### src/rtl/mhz1_bus_bridge.sv
// Bridge that stretches CPU accesses to 1 MHz peripherals and runs them aligned to the 1 MHz enable.
// Optional feature macro: MHZ1_BUS_EXT_EN (pages &FC FRED and &FD JIM also decode as slow).
module mhz1_bus_bridge #(
    parameter logic [7:0] FE_SLOW_MAP = 8'b00001101,
    parameter logic [7:0] RDATA_RESET = 8'hFF
) (
    input  logic        clk_32m,
    input  logic        reset,
    input  logic        cpu_clken,
    input  logic        mhz1_clken,
    input  logic [15:0] cpu_addr,
    input  logic        cpu_rnw,
    input  logic        cpu_vma,
    input  logic [7:0]  cpu_wdata,
    input  logic [7:0]  per_din,
    output logic        mhz1_enable,
    output logic        per_cs,
    output logic [7:0]  per_addr,
    output logic [1:0]  per_page,
    output logic        per_rnw,
    output logic [7:0]  per_wdata,
    output logic        per_strobe,
    output logic [7:0]  cpu_rdata,
    output logic        busy
);

    typedef enum logic [1:0] {
        ST_IDLE,
        ST_ARMED,
        ST_ACCESS,
        ST_DONE
    } state_t;

    state_t      r_state;
    logic        r_req_q;
    logic        r_mhz1_enable;
    logic        r_per_cs;
    logic [7:0]  r_per_addr;
    logic [1:0]  r_per_page;
    logic        r_per_rnw;
    logic [7:0]  r_per_wdata;
    logic [7:0]  r_cpu_rdata;
    logic        r_busy;

    logic [7:0]  w_hi;
    logic        w_slow;
    logic [1:0]  w_page;

    // NOTE: every decode output gets a default before any condition, so no latch is inferred.
    always_comb begin
        w_hi   = cpu_addr[15:8];
        w_slow = 1'b0;
        w_page = 2'd2;
        if (w_hi == 8'hFE && FE_SLOW_MAP[cpu_addr[7:5]]) begin
            w_slow = 1'b1;
        end
`ifdef MHZ1_BUS_EXT_EN
        if (w_hi == 8'hFC) begin
            w_slow = 1'b1;
            w_page = 2'd0;
        end
        if (w_hi == 8'hFD) begin
            w_slow = 1'b1;
            w_page = 2'd1;
        end
`else
        w_page = 2'd2;
`endif
        w_slow = w_slow & cpu_vma;
    end

    // NOTE: all state below uses non-blocking assignments so every register samples pre-edge values.
    always_ff @(posedge clk_32m) begin
        if (reset) begin
            r_state       <= ST_IDLE;
            r_req_q       <= 1'b0;
            r_mhz1_enable <= 1'b0;
            r_per_cs      <= 1'b0;
            r_per_addr    <= 8'h00;
            r_per_page    <= 2'd0;
            r_per_rnw     <= 1'b0;
            r_per_wdata   <= 8'h00;
            r_cpu_rdata   <= RDATA_RESET;
            r_busy        <= 1'b0;
        end else begin
            r_req_q <= cpu_clken;
            case (r_state)
                ST_IDLE: begin
                    // Entering ARMED even on a mhz1_clken cycle defers ACCESS to the next 1 MHz edge.
                    if (r_req_q && w_slow) begin
                        r_per_addr    <= cpu_addr[7:0];
                        r_per_page    <= w_page;
                        r_per_rnw     <= cpu_rnw;
                        r_per_wdata   <= cpu_wdata;
                        r_mhz1_enable <= 1'b1;
                        r_busy        <= 1'b1;
                        r_state       <= ST_ARMED;
                    end
                end
                ST_ARMED: begin
                    if (mhz1_clken) begin
                        r_per_cs <= 1'b1;
                        r_state  <= ST_ACCESS;
                    end
                end
                ST_ACCESS: begin
                    if (mhz1_clken) begin
                        if (r_per_rnw) begin
                            r_cpu_rdata <= per_din;
                        end
                        r_per_cs      <= 1'b0;
                        r_mhz1_enable <= 1'b0;
                        r_state       <= ST_DONE;
                    end
                end
                ST_DONE: begin
                    r_busy  <= 1'b0;
                    r_state <= ST_IDLE;
                end
                default: begin
                    r_state <= ST_IDLE;
                end
            endcase
        end
    end

    // Gated by reset so an abandoned access never commits.
    assign per_strobe  = (r_state == ST_ACCESS) & mhz1_clken & ~reset;

    assign mhz1_enable = r_mhz1_enable;
    assign per_cs      = r_per_cs;
    assign per_addr    = r_per_addr;
    assign per_page    = r_per_page;
    assign per_rnw     = r_per_rnw;
    assign per_wdata   = r_per_wdata;
    assign cpu_rdata   = r_cpu_rdata;
    assign busy        = r_busy;

endmodule
### config.mk
export PLATFORM = sky130hd
export DESIGN_NAME = mhz1_bus_bridge
export DESIGN_NICKNAME = d
export VERILOG_FILES = /design/src/rtl/mhz1_bus_bridge.sv
export SDC_FILE = /design/constraint.sdc
export NUM_CORES = 1
export LEC_CHECK = 0
export ABC_CLOCK_PERIOD_IN_PS = 3970
export CAP_MARGIN = 20
export CORE_AREA = 10 10 85 87
export DETAILED_ROUTE_END_ITERATION = 6
export DIE_AREA = 0 0 95 97
export DONT_BUFFER_PORTS = 1
export PLACE_DENSITY = 0.34
export RECOVER_POWER = 100
export SETUP_SLACK_MARGIN = 0.2
export SLEW_MARGIN = 25
export SYNTH_ARGS = -nofsm -noshare
export SYNTH_HDL_FRONTEND = slang
export SYNTH_SLANG_ARGS = --single-unit
### constraint.sdc
create_clock -name clk_32m -period 3.97 [get_ports clk_32m]
set_input_delay 0.1985 -clock clk_32m [delete_from_list [all_inputs] [get_ports clk_32m]]
set_output_delay 0.1985 -clock clk_32m [all_outputs]
set_load 0.03 [all_outputs]
==> flow_summary.yaml <==
synth:
  synth_top_area_cell: "dfxtp_1"
  async_flop_share_pct: 0
  synth_compound_area_share_pct: 18.8
  synth-simple-area-share_pct: 23.2
  synth_area_sq_um: 1350
  yosys_warnings: 0
  synth_top_family_by_area: "simple AND/OR/NAND/NOR gates"
  synth.most_common_cell: "dfxtp_1"
  synth-main-ff-cell: "dfxtp_1"
  yosys-top-cells-count: "dfxtp_1 (32), nand3_1 (27), nand2_1 (20)"
  synth.distinct_cells: 32
  ys_seq_elements: 32
  synthAdderAreaFrac_pct: 3.71
  synth_edf_count: 0
  muxShareOfSynthArea_pct: 0.741
  syn_area_per_cell_sq_um: 8.44
  yosysSeqAreaShare_pct: 47.5
  synth_top_area_share_pct: 47.5
  synth_xor_area_share_pct: 0
  synth_area_leaders: "dfxtp_1 (47%), nand3_1 (10%), a21oi_1 (6.7%), o21ai_0 (5.9%), nand2_1 (5.6%)"
  synthCells: 160
  syn-num-nets: 202
global_routing:
  use_met1_pct: 9.85
  grt_usage_pct: 9.74
  grt_overflow: 0
  antenna_found_initial: 0
  grt_first_pass_wirelength_mm: 6.89
  grt_use_met3_pct: 7.02
  busiest_layer: "met2"
  grt_max_degree: 20
  grt_pass1_vias: 1191
  grtUsageMet2_pct: 15.4
sta:
  fmax_ghz: 0.509
  slew_headroom_pct: 49.7
  fin_tns_setup_ps: 0
  hold_slack_ps: 39.3
  finalSetupViolations: 0
  setup_slack_ps: 2010
  fin_crit_ps: 1960
  skew_ps: 3.85
  rsz0062_at_grt: "no"
  slew_viol_final: 0
  hold_viol: 0
  tightestPinTransition_ps: 752
  fin_crit_sh_pct: 49.5
finish:
  fin_nets: 201
  syn_to_final_growth_pct: 11.2
  post_route_cells_drive_above_1_share_pct: 5.66
  n_antenna_cell: 0
  stdcell_area_sq_um: 1500
detailed_routing:
  drc_errors: 0
  drt-wirelength-per-cell_um: 19.3
  vias: 1176
  drtAntennaViolNets: 0
  drt-initial-drc-count: 28
  drt-vias-per-instance: 5.09
  dr.pass1.iters: 4
  drt_wl_total_mm: 4.46
clocking:
  cts_root_buffer: "clkbuf_8"
  ctsHoldBuffers: 1
  cts_buffers: 5
  cts_tree: "built"
  ctsLongestPathBuffers: 2
  post_cts_buffers: 0
  cts_htree_levels: 2
  clk_latency_ps: 280
  clk_pin_slew_ps: 70
  cts_sinks: 32
  post_cts_resized: 0
hold_path:
  holdPathStages: 2
  min_path_type: "primary input to flop"
floorplan:
  core_sq_um: 5470
  pin_count: 69
  die_y_um: 97
  die_area_sq_um: 9220
  floorplan.initialDensity_pct: 24.7
  rows: 27
  dieWidth_um: 95
worst_setup_path:
  critPathKind: "flop to flop"
  rrSetupSlack_ps: 2010
  end_kind: "flop"
  start_kind: "flop"
  crit_fanout: 18
  startpoint: "r_state[0]"
  worstPathArrival_ps: 2130
  required_ps: 4140
  r2r_start: "r_state[0]"
  endpoint: "busy"
  r2r_cells: 5
  reg2reg_to: "busy"
outcome:
  status: "finished, final reports clean"
placed_design:
  dpl_cell_area_sq_um: 1380
  routabilityCongestion: 0.689
  dp_slack_ps: 1770
  port-buffer-count: 0
  hpwlAfterDp_mm: 3.32
flow_run:
  maxCapViolations: 0
power_and_ir_drop:
  vdd.ir_drop.worst_v: 0.000117
  p_leak_nw: 0.530
  power_density_nw_per_um2: 410
worst min-delay path by stage:
stage,startpoint,slack [ps],endpoint
2_1_floorplan,mhz1_clken,300,per_cs
3_3_place_gp,reset,270,per_wdata[4]
3_5_place_dp,reset,280,per_wdata[2]
4_1_cts,mhz1_clken,0.8,per_cs
5_1_grt,per_din[0],30,cpu_rdata[0]
6_report,per_din[3],40,cpu_rdata[3]
state kept, by name, indices dropped and copies added (netlist names):
register     count
busy             1
cpu_rdata        8
mhz1_enable      1
per_addr         8
per_cs           1
per_page         1
per_rnw          1
per_wdata        8
r_req_q          1
r_state          2
worst max-delay path, cell delays in order, from the launching register on:
cell	delay [ps]
dfxtp_1	340
inv_1	90
ha_1	280
nor3b_4	670
nand2_1	140
o311ai_0	330
through the flow:
step | util (%) | total power, mW | cells
2_1_floorplan | - | 0.343 | 160
3_3_place_gp | 25.2 | 0.342 | 222
3_5_place_dp | 25.3 | 0.343 | 222
4_1_cts | 27.2 | 0.624 | 230
5_1_grt | 27.4 | 0.644 | 231
6_report | 27.4 | 0.615 | 231
metal layers:
metal	routed length (um)	vias up
li1	-	560
met1	1640	559
met2	2120	52
met3	651	5
met4	51	0
met5	0	-
placed cells by master, fill, tap and decap left out, types with 3 or more instances in the layout:
cell      Yosys  layout
nor2_1        4       3
o21ai_0      16      16
nand2_1      20      20
ha_1          4       4
a21oi_1      18      19
inv_1         5       5
dfxtp_1      32      32
clkbuf_8      0       7
nand3_1      27      27
cell type report:
| class | count | area, sq um |
|---|---|---|
| clock buffer | 7 | 96.3 |
| fill | 593 | 3970 |
| inverter | 5 | 18.8 |
| multi-input combinational | 113 | 636 |
| sequential | 32 | 641 |
| tap | 72 | 90.1 |
| timing repair buffer | 2 | 20.0 |
kinds of logic (layout without fill, tap and decap cells):
kind of cell,Yosys count,after routing
compound gates,44,44
fa+ha+maj,4,4
buf+inv,15,14
flops,32,32
mux,1,1
other cells,1,1
simple gates,63,63
power by group:
part           leakage (nW)  total (mW)  internal [mW]  switching, mW
logic                 0.221      0.0177        0.00466         0.0131
clock network        0.0503       0.275          0.154          0.120
registers             0.258       0.323          0.322       0.000952
(Power assumes the default switching activity.)
